$ cat src/rtl/mem_access_stage_pkg.sv
// Shared funct3 codes and FSM state encoding for the memory-access stage.
package mem_access_stage_pkg;

    localparam logic [2:0] F3Lb  = 3'b000;
    localparam logic [2:0] F3Lh  = 3'b001;
    localparam logic [2:0] F3Lw  = 3'b010;
    localparam logic [2:0] F3Lbu = 3'b100;
    localparam logic [2:0] F3Lhu = 3'b101;
    localparam logic [2:0] F3Sb  = 3'b000;
    localparam logic [2:0] F3Sh  = 3'b001;
    localparam logic [2:0] F3Sw  = 3'b010;

    typedef enum logic [1:0] {
        StIdle    = 2'd0,
        StMemReq  = 2'd1,
        StMemWait = 2'd2
    } state_e;

endpackage

$ cat src/rtl/mem_access_stage_if.sv
// Execute-bundle, data-memory and writeback signals of the memory-access stage.
interface mem_access_stage_if;

    logic        i_valid;
    logic        i_load;
    logic        i_store;
    logic [2:0]  i_funct3;
    logic [31:0] i_alu_result;
    logic [31:0] i_store_data;
    logic [4:0]  i_rd;
    logic        i_write_reg;
    logic        o_stall;
    logic        o_mem_req;
    logic        o_mem_we;
    logic [31:0] o_mem_addr;
    logic [31:0] o_mem_wdata;
    logic [3:0]  o_mem_be;
    logic        i_mem_ready;
    logic        i_mem_rvalid;
    logic [31:0] i_mem_rdata;
    logic        o_wb_valid;
    logic        o_wb_we;
    logic [4:0]  o_wb_rd;
    logic [31:0] o_wb_data;
    logic        o_misaligned;
    logic        o_bus_error;

    modport slave (
        input  i_valid, i_load, i_store, i_funct3, i_alu_result, i_store_data, i_rd,
               i_write_reg, i_mem_ready, i_mem_rvalid, i_mem_rdata,
        output o_stall, o_mem_req, o_mem_we, o_mem_addr, o_mem_wdata, o_mem_be,
               o_wb_valid, o_wb_we, o_wb_rd, o_wb_data, o_misaligned, o_bus_error
    );

    modport master (
        output i_valid, i_load, i_store, i_funct3, i_alu_result, i_store_data, i_rd,
               i_write_reg, i_mem_ready, i_mem_rvalid, i_mem_rdata,
        input  o_stall, o_mem_req, o_mem_we, o_mem_addr, o_mem_wdata, o_mem_be,
               o_wb_valid, o_wb_we, o_wb_rd, o_wb_data, o_misaligned, o_bus_error
    );

endinterface

$ cat src/rtl/mem_access_stage_lane_align.sv
// Combinational byte-lane logic: store enables/replication, load extract/extend, alignment.
module mem_lane_align
    import mem_access_stage_pkg::*;
(
    input  logic [2:0]  funct3,
    input  logic [1:0]  addr_lo,
    input  logic [31:0] store_data,
    input  logic [31:0] rdata,
    output logic [3:0]  be,
    output logic [31:0] wdata,
    output logic [31:0] load_data,
    output logic        misaligned
);

    logic [31:0] shifted;

    always_comb begin
        be         = 4'b1111;
        wdata      = store_data;
        misaligned = 1'b0;
        unique case (funct3[1:0])
            2'b00: begin
                be    = 4'b0001 << addr_lo;
                wdata = {4{store_data[7:0]}};
            end
            2'b01: begin
                be         = 4'b0011 << addr_lo;
                wdata      = {2{store_data[15:0]}};
                misaligned = addr_lo[0];
            end
            default: begin
                misaligned = |addr_lo;
            end
        endcase
    end

    always_comb begin
        shifted = rdata >> {addr_lo, 3'b000};
        unique case (funct3)
            F3Lb:    load_data = {{24{shifted[7]}}, shifted[7:0]};
            F3Lh:    load_data = {{16{shifted[15]}}, shifted[15:0]};
            F3Lbu:   load_data = {24'd0, shifted[7:0]};
            F3Lhu:   load_data = {16'd0, shifted[15:0]};
            default: load_data = rdata;
        endcase
    end

endmodule

$ cat src/rtl/mem_access_stage.sv
// RV32I memory-access pipeline stage: issues loads/stores on a single-port memory handshake
// and produces a registered one-cycle writeback pulse per retired op.
module mem_access_stage
    import mem_access_stage_pkg::*;
#(
    parameter int unsigned N_param        = 32,
    parameter int unsigned TIMEOUT_CYCLES = 255,
    parameter int unsigned debug_param    = 1
) (
    input logic                i_clk,
    input logic                i_rst,
    mem_access_stage_if.slave  bus
);

    localparam int unsigned CntW = $clog2(TIMEOUT_CYCLES + 1);

    state_e               state_q;
    logic                 store_q;
    logic [2:0]           f3_q;
    logic [N_param-1:0]   addr_q;
    logic [N_param-1:0]   sdata_q;
    logic [4:0]           rd_q;
    logic [CntW-1:0]      cnt_q;

    logic                 wb_valid_q;
    logic                 wb_we_q;
    logic [4:0]           wb_rd_q;
    logic [N_param-1:0]   wb_data_q;
    logic                 mis_q;
    logic                 berr_q;

    logic                 idle;
    logic                 is_mem;
    logic [2:0]           sel_f3;
    logic [1:0]           sel_addr_lo;
    logic [N_param-1:0]   sel_sdata;
    logic [3:0]           lane_be;
    logic [N_param-1:0]   lane_wdata;
    logic [N_param-1:0]   load_data;
    logic                 misaligned;
    logic                 mem_req;
    logic                 load_done;
    logic                 store_done;
    logic                 timeout_hit;

    // One lane aligner serves both the incoming bundle (alignment check in idle)
    // and the latched bundle (lanes and load extraction while a transaction is open).
    always_comb begin
        idle        = (state_q == StIdle);
        is_mem      = bus.i_load | bus.i_store;
        sel_f3      = idle ? bus.i_funct3 : f3_q;
        sel_addr_lo = idle ? bus.i_alu_result[1:0] : addr_q[1:0];
        sel_sdata   = idle ? bus.i_store_data : sdata_q;
    end

    mem_lane_align u_lane_align (
        .funct3     (sel_f3),
        .addr_lo    (sel_addr_lo),
        .store_data (sel_sdata),
        .rdata      (bus.i_mem_rdata),
        .be         (lane_be),
        .wdata      (lane_wdata),
        .load_data  (load_data),
        .misaligned (misaligned)
    );

    always_comb begin
        mem_req     = (state_q == StMemReq);
        store_done  = mem_req & bus.i_mem_ready & store_q;
        load_done   = (mem_req & bus.i_mem_ready & bus.i_mem_rvalid & ~store_q) |
                      ((state_q == StMemWait) & bus.i_mem_rvalid);
        timeout_hit = (cnt_q == CntW'(TIMEOUT_CYCLES - 1));
    end

    assign bus.o_stall      = ~idle | (bus.i_valid & is_mem & ~misaligned);
    assign bus.o_mem_req    = mem_req;
    assign bus.o_mem_we     = mem_req & store_q;
    assign bus.o_mem_addr   = mem_req ? {addr_q[N_param-1:2], 2'b00} : '0;
    assign bus.o_mem_be     = mem_req ? lane_be : 4'b0000;
    assign bus.o_mem_wdata  = (mem_req & store_q) ? lane_wdata : '0;
    assign bus.o_wb_valid   = wb_valid_q;
    assign bus.o_wb_we      = wb_we_q;
    assign bus.o_wb_rd      = wb_rd_q;
    assign bus.o_wb_data    = wb_data_q;
    assign bus.o_misaligned = mis_q;
    assign bus.o_bus_error  = berr_q;

    always_ff @(posedge i_clk) begin
        if (i_rst) begin
            state_q    <= StIdle;
            store_q    <= 1'b0;
            f3_q       <= 3'b000;
            addr_q     <= '0;
            sdata_q    <= '0;
            rd_q       <= 5'd0;
            cnt_q      <= '0;
            wb_valid_q <= 1'b0;
            wb_we_q    <= 1'b0;
            wb_rd_q    <= 5'd0;
            wb_data_q  <= '0;
            mis_q      <= 1'b0;
            berr_q     <= 1'b0;
        end else begin
            wb_valid_q <= 1'b0;
            wb_we_q    <= 1'b0;
            mis_q      <= 1'b0;
            berr_q     <= 1'b0;
            unique case (state_q)
                StIdle: begin
                    cnt_q <= '0;
                    if (bus.i_valid) begin
                        wb_rd_q   <= bus.i_rd;
                        wb_data_q <= bus.i_alu_result;
                        if (!is_mem) begin
                            wb_valid_q <= 1'b1;
                            wb_we_q    <= bus.i_write_reg & (bus.i_rd != 5'd0);
                        end else if (misaligned) begin
                            wb_valid_q <= 1'b1;
                            mis_q      <= 1'b1;
                        end else begin
                            store_q <= bus.i_store;
                            f3_q    <= bus.i_funct3;
                            addr_q  <= bus.i_alu_result;
                            sdata_q <= bus.i_store_data;
                            rd_q    <= bus.i_rd;
                            state_q <= StMemReq;
                        end
                    end
                end
                StMemReq, StMemWait: begin
                    cnt_q <= cnt_q + 1'b1;
                    // A completing handshake wins over a coincident timeout.
                    if (load_done) begin
                        wb_valid_q <= 1'b1;
                        wb_we_q    <= (rd_q != 5'd0);
                        wb_rd_q    <= rd_q;
                        wb_data_q  <= load_data;
                        state_q    <= StIdle;
                    end else if (store_done) begin
                        wb_valid_q <= 1'b1;
                        wb_rd_q    <= rd_q;
                        state_q    <= StIdle;
                    end else if (timeout_hit) begin
                        wb_valid_q <= 1'b1;
                        berr_q     <= 1'b1;
                        wb_rd_q    <= rd_q;
                        state_q    <= StIdle;
                    end else if (mem_req && bus.i_mem_ready) begin
                        state_q <= StMemWait;
                    end
                end
                default: state_q <= StIdle;
            endcase
        end
    end

    generate
        if (debug_param != 0) begin : g_trace
`ifndef SYNTHESIS
            always @(posedge i_clk) begin
                if (!i_rst && wb_valid_q) begin
                    $write("mem_access_stage: rd=%0d we=%0b data=%08h mis=%0b berr=%0b\n",
                           wb_rd_q, wb_we_q, wb_data_q, mis_q, berr_q);
                end
            end
`endif
        end
    endgenerate

endmodule

$ cat src/flat_wrapper.sv
// flat-port wrapper written by rule: the top's interface ports become plain ports
module mem_access_stage_flat import mem_access_stage_pkg::*;
#(
    parameter int unsigned N_param        = 32,
    parameter int unsigned TIMEOUT_CYCLES = 255,
    parameter int unsigned debug_param    = 1
)
  (i_clk, i_rst, bus_i_valid, bus_i_load, bus_i_store, bus_i_funct3, bus_i_alu_result, bus_i_store_data, bus_i_rd, bus_i_write_reg, bus_i_mem_ready, bus_i_mem_rvalid, bus_i_mem_rdata, bus_o_stall, bus_o_mem_req, bus_o_mem_we, bus_o_mem_addr, bus_o_mem_wdata, bus_o_mem_be, bus_o_wb_valid, bus_o_wb_we, bus_o_wb_rd, bus_o_wb_data, bus_o_misaligned, bus_o_bus_error);
  mem_access_stage_if bus_i ();
  input logic i_clk;
  input logic i_rst;
  input wire logic [$bits(bus_i.i_valid)-1:0] bus_i_valid;
  input wire logic [$bits(bus_i.i_load)-1:0] bus_i_load;
  input wire logic [$bits(bus_i.i_store)-1:0] bus_i_store;
  input wire logic [$bits(bus_i.i_funct3)-1:0] bus_i_funct3;
  input wire logic [$bits(bus_i.i_alu_result)-1:0] bus_i_alu_result;
  input wire logic [$bits(bus_i.i_store_data)-1:0] bus_i_store_data;
  input wire logic [$bits(bus_i.i_rd)-1:0] bus_i_rd;
  input wire logic [$bits(bus_i.i_write_reg)-1:0] bus_i_write_reg;
  input wire logic [$bits(bus_i.i_mem_ready)-1:0] bus_i_mem_ready;
  input wire logic [$bits(bus_i.i_mem_rvalid)-1:0] bus_i_mem_rvalid;
  input wire logic [$bits(bus_i.i_mem_rdata)-1:0] bus_i_mem_rdata;
  output wire logic [$bits(bus_i.o_stall)-1:0] bus_o_stall;
  output wire logic [$bits(bus_i.o_mem_req)-1:0] bus_o_mem_req;
  output wire logic [$bits(bus_i.o_mem_we)-1:0] bus_o_mem_we;
  output wire logic [$bits(bus_i.o_mem_addr)-1:0] bus_o_mem_addr;
  output wire logic [$bits(bus_i.o_mem_wdata)-1:0] bus_o_mem_wdata;
  output wire logic [$bits(bus_i.o_mem_be)-1:0] bus_o_mem_be;
  output wire logic [$bits(bus_i.o_wb_valid)-1:0] bus_o_wb_valid;
  output wire logic [$bits(bus_i.o_wb_we)-1:0] bus_o_wb_we;
  output wire logic [$bits(bus_i.o_wb_rd)-1:0] bus_o_wb_rd;
  output wire logic [$bits(bus_i.o_wb_data)-1:0] bus_o_wb_data;
  output wire logic [$bits(bus_i.o_misaligned)-1:0] bus_o_misaligned;
  output wire logic [$bits(bus_i.o_bus_error)-1:0] bus_o_bus_error;
  assign bus_i.i_valid = bus_i_valid;
  assign bus_i.i_load = bus_i_load;
  assign bus_i.i_store = bus_i_store;
  assign bus_i.i_funct3 = bus_i_funct3;
  assign bus_i.i_alu_result = bus_i_alu_result;
  assign bus_i.i_store_data = bus_i_store_data;
  assign bus_i.i_rd = bus_i_rd;
  assign bus_i.i_write_reg = bus_i_write_reg;
  assign bus_i.i_mem_ready = bus_i_mem_ready;
  assign bus_i.i_mem_rvalid = bus_i_mem_rvalid;
  assign bus_i.i_mem_rdata = bus_i_mem_rdata;
  assign bus_o_stall = bus_i.o_stall;
  assign bus_o_mem_req = bus_i.o_mem_req;
  assign bus_o_mem_we = bus_i.o_mem_we;
  assign bus_o_mem_addr = bus_i.o_mem_addr;
  assign bus_o_mem_wdata = bus_i.o_mem_wdata;
  assign bus_o_mem_be = bus_i.o_mem_be;
  assign bus_o_wb_valid = bus_i.o_wb_valid;
  assign bus_o_wb_we = bus_i.o_wb_we;
  assign bus_o_wb_rd = bus_i.o_wb_rd;
  assign bus_o_wb_data = bus_i.o_wb_data;
  assign bus_o_misaligned = bus_i.o_misaligned;
  assign bus_o_bus_error = bus_i.o_bus_error;
  mem_access_stage #(.N_param(N_param), .TIMEOUT_CYCLES(TIMEOUT_CYCLES), .debug_param(debug_param)) u_core (.i_clk(i_clk), .i_rst(i_rst), .bus(bus_i));
endmodule
$ cat config.mk
export PLATFORM = sky130hd
export DESIGN_NAME = mem_access_stage_flat
export DESIGN_NICKNAME = d
export VERILOG_FILES = /design/src/rtl/mem_access_stage_pkg.sv /design/src/rtl/mem_access_stage_if.sv /design/src/rtl/mem_access_stage_lane_align.sv /design/src/rtl/mem_access_stage.sv /design/src/flat_wrapper.sv
export SDC_FILE = /design/constraint.sdc
export NUM_CORES = 1
export LEC_CHECK = 0
export ABC_AREA = 1
export CAP_MARGIN = 20
export CORE_MARGIN = 2
export CORE_UTILIZATION = 40
export DETAILED_ROUTE_END_ITERATION = 16
export GPL_ROUTABILITY_DRIVEN = 0
export PLACE_DENSITY = 0.7
export SYNTH_ARGS = -nofsm -noshare
export SYNTH_HDL_FRONTEND = slang
export SYNTH_HIERARCHICAL = 1
export SYNTH_SLANG_ARGS = --single-unit
$ cat constraint.sdc
create_clock -name i_clk -period 4.91 [get_ports i_clk]
set_clock_uncertainty 0.2 [all_clocks]
set_input_delay 0.982 -clock i_clk [delete_from_list [all_inputs] [get_ports i_clk]]
set_output_delay 0.982 -clock i_clk [all_outputs]
set_load 0.005 [all_outputs]
Word level (Yosys, flattened, before mapping)
Index checks and enable logic that the tools add are counted.
{ "op_classes": {"reduce_logical": 15, "shift": 3, "bitwise": 18, "mux": 38, "add_sub_neg": 1, "eq_ne": 13} }
{ "ops": {"columns": ["op", "count"], "rows": [
  ["32-bit two-way mux", 5],
  ["32-bit one-hot mux with 2 select lines", 2],
  ["32-bit one-hot mux with 4 select lines", 1],
  ["32-bit by 5-bit >> shifter with 16-bit output", 1],
  ["5-bit two-way mux", 4],
  ["2-bit two-way mux", 8],
  ["8-bit one-hot mux with 2 select lines", 1],
  ["5-bit one-hot mux with 2 select lines", 1],
  ["5-bit nonzero test", 2],
  ["1-bit AND", 9],
  ["1-bit two-way mux", 9],
  ["8-bit by 1-bit adder with 8-bit output (second input constant)", 1],
  ["8-bit == test (second input constant)", 1],
  ["4-bit one-hot mux with 2 select lines", 1],
  ["4-bit AND reduction", 2],
  ["4-bit OR reduction", 2],
  ["3-bit == test (second input constant)", 2],
  ["2-bit != test (second input constant)", 3],
  ["1-bit inverter", 6],
  ["1-bit one-hot mux with 2 select lines", 3],
  ["3-bit AND reduction", 2],
  ["5-bit by 1-bit != test with 1-bit output (second input constant)", 1],
  ["2-bit by 1-bit == test with 1-bit output (second input constant)", 2],
  ["2-bit logical NOT", 2],
  ["14 further kinds", 17]
]} }
{ "word_totals": {"ff_bits": 124, "output_inout_bits": 112} }

Logic depth before layout (Yosys ltp)
{ "depth": {"word_depth": 8, "depth_mapped": 18, "ltp_nobuf": 15} }

Hierarchy
Netlist, hierarchy kept.
{ "by_module_without_submodules": {"columns": ["mod", "n_inst", "seq_area_each_um2", "cells_per_inst", "area_each_um2"], "rows": [
  ["mem_access_stage", 1, 2482.4, 924, 6014.5],
  ["mem_lane_align", 1, 0.0, 260, 1276.2]
]} }

Worst setup path before layout
No wires, ideal clock.
{ "synth_timing": {"path_kind": "reg2out", "start": "register u_core.state_q[0]", "end": "output bus_o_stall", "n_path_buf": 2, "arrival_ps": 2212, "stages_incl_launch_ff": 11, "t_required_ps": 3728, "path_slack_ps": 1516, "path_cell_list": "dfxtp_1 -> inv_1 -> ha_1 -> clkbuf_1 -> o21ai_0 -> inv_2 -> buf_2 -> o22ai_1 -> nor2_2 -> nand2_1 -> nand2_1"} }
{ "synth_between": {"elab_chain_len": 7, "word_cells_on_any_way": 11, "cone_classes": "eq/ne: 1; mux: 3; bitwise: 4; reduce/logical: 3"} }
{ "synth_rtl": {"columns": ["element", "line", "text"], "rows": [
  ["start, declared", "mem_access_stage.sv:17", "state_e state_q;"],
  ["start signal, assigned", "mem_access_stage.sv:90", "state_q <= StIdle;"],
  ["start signal, assigned", "mem_access_stage.sv:126", "state_q <= StMemReq;"],
  ["start signal, assigned", "mem_access_stage.sv:138", "state_q <= StIdle;"],
  ["2-bit logical NOT (*)", "mem_access_stage.sv:49", "idle = (state_q == StIdle);"],
  ["2-bit two-way mux (*)", "mem_access_stage.sv:52", "sel_addr_lo = idle ? bus.i_alu_result[1:0] : addr_q[1:0];"],
  ["net u_core.sel_addr_lo[0]", "mem_access_stage.sv:35", "logic [1:0] sel_addr_lo;"],
  ["2-bit OR reduction", "mem_access_stage_lane_align.sv:32", "misaligned = |addr_lo;"],
  ["1-bit one-hot mux with 2 select lines (*)", "mem_access_stage_lane_align.sv:21", "unique case (funct3[1:0])"],
  ["net u_core.misaligned", "mem_access_stage.sv:40", "logic misaligned;"],
  ["1-bit inverter (no line) (*)", null, null],
  ["1-bit AND (*)", "mem_access_stage.sv:75", "assign bus.o_stall = ~idle | (bus.i_valid & is_mem & ~misaligned);"],
  ["1-bit OR (*)", "mem_access_stage.sv:75", null],
  ["end, declared", "flat_wrapper.sv:23", "output wire logic [$bits(bus_i.o_stall)-1:0] bus_o_stall;"]
]} }
Mark *: on every way through the listed nets, which the timed path passes. The rest lies on a longest branch.

Worst setup path in the final report
{ "layout_timing": {"start": "register u_core.state_q[0]", "end": "output bus_o_mem_be[2]"} }
{ "layout_between": {"elab_chain_len": 5, "word_cells_on_any_way": 10, "cone_classes": "eq/ne: 2; shift: 2; mux: 4; reduce/logical: 2"} }
{ "layout_rtl": {"columns": ["element", "line", "text"], "rows": [
  ["2-bit logical NOT (*)", "mem_access_stage.sv:49", null],
  ["2-bit two-way mux (*)", "mem_access_stage.sv:52", null],
  ["net u_core.sel_addr_lo[0]", "mem_access_stage.sv:35", null],
  ["2-bit by 2-bit << shifter with 4-bit output or 1-bit by 2-bit << shifter with 4-bit output (tied branches)", "mem_access_stage_lane_align.sv:27, mem_access_stage_lane_align.sv:23", null],
  ["4-bit one-hot mux with 2 select lines (*)", "mem_access_stage_lane_align.sv:21", null],
  ["net u_core.lane_be[2]", "mem_access_stage.sv:37", "logic [3:0] lane_be;"],
  ["4-bit two-way mux (*)", "mem_access_stage.sv:79", "assign bus.o_mem_be = mem_req ? lane_be : 4'b0000;"],
  ["end, declared", "flat_wrapper.sv:28", "output wire logic [$bits(bus_i.o_mem_be)-1:0] bus_o_mem_be;"]
]} }
Marks and branches as above.

==> flow_summary.yaml <==
run_status:
  status: "finished clean"
floorplanning:
  design.die.area_um2: 19300
  number_of_cell_rows: 49
  total_i_o_pin_count: 224
  die-height_um: 139
  start_util_pct: 40.7
  dieWidth_um: 139
  core-area_um2: 17900
logic_synthesis:
  post_synth_mux_area_share_pct: 0
  netlist_area_um2: 7290
  synth_async_sr_flop_share_pct: 0
  synth_fa_ha_area_share_pct: 1.03
  flop_and_latch_count_out_of_synthesis: 124
  synth.distinct_cells: 37
  synth-edff-count: 0
  yosys_warn_count: 6
  ys_dominant_reg_cell: "sky130_fd_sc_hd__dfxtp_1"
  synth_compound_area_share_pct: 18.5
  synth_sequential_area_ratio_pct: 34.0
  synthesis.area_per_instance_um2: 6.16
  netlist_instances: 1184
  synthXorXnorAreaFrac_pct: 0.360
  largest_family_of_logic_cells_by_synthesized_area: "simple AND/OR/NAND/NOR gates"
  synthSimpleGateAreaFrac_pct: 31.2
global_route:
  grt_antenna_before_repair: 2
  globalRouteMet3Util_pct: 6.42
  grt_util_all_layers_pct: 24.0
  grtUsageMet1_pct: 31.8
  grt.met2_usage_pct: 38.9
  first_pass_grt_wire_length_um: 37600
  gr-max-usage-layer: "met2"
  grt_max_degree: 80
  grt_remaining_overflow: 0
  grt_pass1_vias: 7286
clock_tree:
  clk_path_buf_depth: 2
  worstSkewPairLatency_ns: 0.41
  clock_tree.root_cell: "sky130_fd_sc_hd__clkbuf_16"
  cts_inserted_buffers: 17
  ctsHtreeMaxLevel: 4
  cts.sink_count: 124
  hold_fix_buffers_cts: 0
  cts.clk_slew.worst_paths_ns: 0.06
  post_cts.repair.setup_buffers: 0
  ctsResizeCount: 0
  clock_tree_from_tritoncts: "yes"
power_and_ir_drop:
  power_density_nw_per_um2: 537
  leakagePower_nw: 4.57
  power.total_mw: 5.40
  max-vdd-ir-drop_mv: 0.466
setup_path:
  worst_ep_required_time_ns: 3.73
  cp-end-kind: "output port"
  critical_path.reg2reg.endpoint: "u_core/sdata_q[5]"
  cpMaxStageDelayCell: "sky130_fd_sc_hd__o21ai_2"
  number_of_buffer_and_inverter_instances_along_the_worst_setup_path: 3
  beginning_of_the_worst_register_to_register_path: "u_core/state_q[0]"
  regToRegSetupSlack_ns: 1.22
  critPathMaxStageDelay_ns: 0.82
  kind_of_start_point_of_the_critical_path: "flop"
  cell_chain_critical_path: "inv_1 > ha_2 > o21ai_2 > nand2_1 > o21ai_0 > nand2_1 > inv_1 > clkdlybuf4s50_1"
  crit_type: "reg -> out"
  r2r_cells: 10
  critical_path_peak_fanout: 23
  worst-endpoint-arrival_ns: 3.29
  worst_path_dominant_cell_family: "compound AO/OA/AOI/OAI gates"
sta:
  totalNegativeSetupSlack_ns: 0
  clock.fmax_ghz: 0.224
  unrepaired_setup_endpoints_after_global_routing: "no"
  slew-limit-headroom_pct: 32.9
  final_hold_violation_count: 0
  period_share_pct: 91.0
  max_slew.worst_pin.slew_ns: 1.01
  final.min_clock_period_ns: 4.47
  worst_hold_slack_ns: 0.246
  finalSetupViolations: 0
  setup_slack_ns: 0.443
  drv_slew: 0
cells_and_area:
  share_of_layout_cells_above_drive_strength_1_pct: 5.56
  post-route-cell-area_um2: 10100
  area_growth_from_synthesis_to_final_layout_pct: 38.1
  final.fill_count: 1801
  non_filler_cells_final: 1596
  final_core_utilization_pct: 56.2
  final_net_count: 1471
placement:
  post-place-cells: 1562
  dp_hpwl_um: 17100
  numPortBuffers: 221
  placement.setup.worst_slack_ns: 0.514
  dpl_cell_area_um2: 9410
route:
  detailedRoute.firstPassIterationCount: 5
  antenna_violating_nets_post_route: 0
  drt_iter0_markers: 694
  routed-via-count: 7967
  drt_drc_violations_left: 0
  wl_um: 23700
  post_drt_via_cell_ratio: 4.99
  drt-wirelength-per-cell_um: 14.9
worst_hold_path:
  holdCritStartpoint: "u_core/f3_q[2]"
  worst_hold_path.endpoint: "u_core/f3_q[2]"
  worst_hold_path_depth: 2
  timing.hold.worst.class: "reg -> reg"
job:
  max_cap_viol_count: 0
report_power, final:
group | switching, mW | internal, mW | total, mW
Combinational | 1.66 | 0.955 | 2.61
Clock | 0.459 | 0.875 | 1.33
Sequential | 0.140 | 1.32 | 1.46
Total | 2.26 | 3.15 | 5.40
worst register-to-register path, stage by stage (launching register included):
cell and delay [ns]:
sky130_fd_sc_hd__dfxtp_1 0.38, sky130_fd_sc_hd__inv_1 0.09, sky130_fd_sc_hd__ha_2 0.29, sky130_fd_sc_hd__o21ai_2 0.83, sky130_fd_sc_hd__nor2_4 0.15, sky130_fd_sc_hd__o22ai_1 0.29, sky130_fd_sc_hd__nor2_2 0.12, sky130_fd_sc_hd__nand2_4 0.27
sky130_fd_sc_hd__buf_4 0.67, sky130_fd_sc_hd__o21ai_0 0.18, sky130_fd_sc_hd__a21oi_1 0.16
per-layer routing:
metal  wire [um]  share of wire, %  up-vias
met4         403               1.7        0
li1            -                 -     4046
met3        2020               8.5       30
met2       10900                46      304
met5           0                 0        -
met1       10400                44     3587
sequential cells by signal, summed over array words and instances, names as in the netlist:
register                 flops
u_core/bus.o_bus_error       1
u_core/rd_q                  5
u_core/bus.o_wb_we           1
u_core/store_q               1
u_core/cnt_q                 8
u_core/sdata_q              32
u_core/bus.o_wb_data        32
u_core/bus.o_misaligned      1
u_core/bus.o_wb_rd           5
u_core/addr_q               32
u_core/state_q               2
u_core/bus.o_wb_valid        1
u_core/f3_q                  3
worst max path at each step:
stage,slack (ns),start,end,depth (start not counted)
final,0.44,u_core/state_q[0],bus_o_mem_be[2],8
after global routing,0.13,u_core/state_q[0],bus_o_mem_be[2],8
after CTS,0.43,u_core/state_q[0],bus_o_mem_be[2],8
after detailed placement,0.51,bus_i_alu_result[1],bus_o_mem_be[2],10
after global placement,0.54,bus_i_alu_result[0],bus_o_stall,9
after floorplan,1.52,u_core/state_q[0],bus_o_stall,10
cells in the mapped netlist (2+ instances only):
library cell	number	area, um^2
sky130_fd_sc_hd__a22oi_1	7	52.6
sky130_fd_sc_hd__nor2_2	2	12.5
sky130_fd_sc_hd__buf_2	25	125
sky130_fd_sc_hd__a21oi_1	61	305
sky130_fd_sc_hd__nor3_1	6	30.0
sky130_fd_sc_hd__o21ai_0	117	586
sky130_fd_sc_hd__ha_1	6	75.1
sky130_fd_sc_hd__inv_1	147	552
sky130_fd_sc_hd__inv_2	7	26.3
sky130_fd_sc_hd__nand2_1	297	1110
sky130_fd_sc_hd__o211ai_1	10	75.1
sky130_fd_sc_hd__nor2_1	166	623
sky130_fd_sc_hd__dfxtp_1	124	2480
sky130_fd_sc_hd__nand3_1	55	275
sky130_fd_sc_hd__buf_4	25	188
sky130_fd_sc_hd__nand2_2	7	43.8
sky130_fd_sc_hd__nand4_1	8	50.1
sky130_fd_sc_hd__clkbuf_1	27	101
sky130_fd_sc_hd__o21ai_1	54	270
sky130_fd_sc_hd__nand2_4	2	22.5
sky130_fd_sc_hd__clkbuf_2	2	10.0
sky130_fd_sc_hd__xor2_1	3	26.3
sky130_fd_sc_hd__nand3_2	3	30.0
sky130_fd_sc_hd__buf_6	7	78.8
sky130_fd_sc_hd__nor2_4	4	45.0
layout make-up:
type	instances	area [um^2]	area share (%)
inverter	154	578	5.74
sequential	124	2480	24.7
multi-input combinational	821	3750	37.3
antenna	1	2.50	0.0249
clock buffer	21	460	4.57
timing repair buffer	235	2340	23.2
tap	229	287	2.85
clock inverter	11	165	1.64
cell usage in the layout (no fill, tap or decap), drive strengths merged, types with 2 or more instances in the layout:
cell type	count
a21oi	62
a22oi	7
buf	14
bufinv	4
clkbuf	21
clkdlybuf4s50	221
clkinv	5
conb	2
dfxtp	124
ha	6
inv	155
nand2	306
nand3	58
nand4	9
nor2	172
nor3	6
o211ai	10
o21ai	172
xor2	3
kinds of logic after synthesis:
kind of cell | after synthesis
buffers and inverters | 240
and+or+nand+nor | 553
DFF | 124
xor gates and xnor gates | 3
AOI/OAI and AO/OA | 257
other | 1
adders and majority gates | 6
No activity file was read; power rests on OpenSTA's default activity.
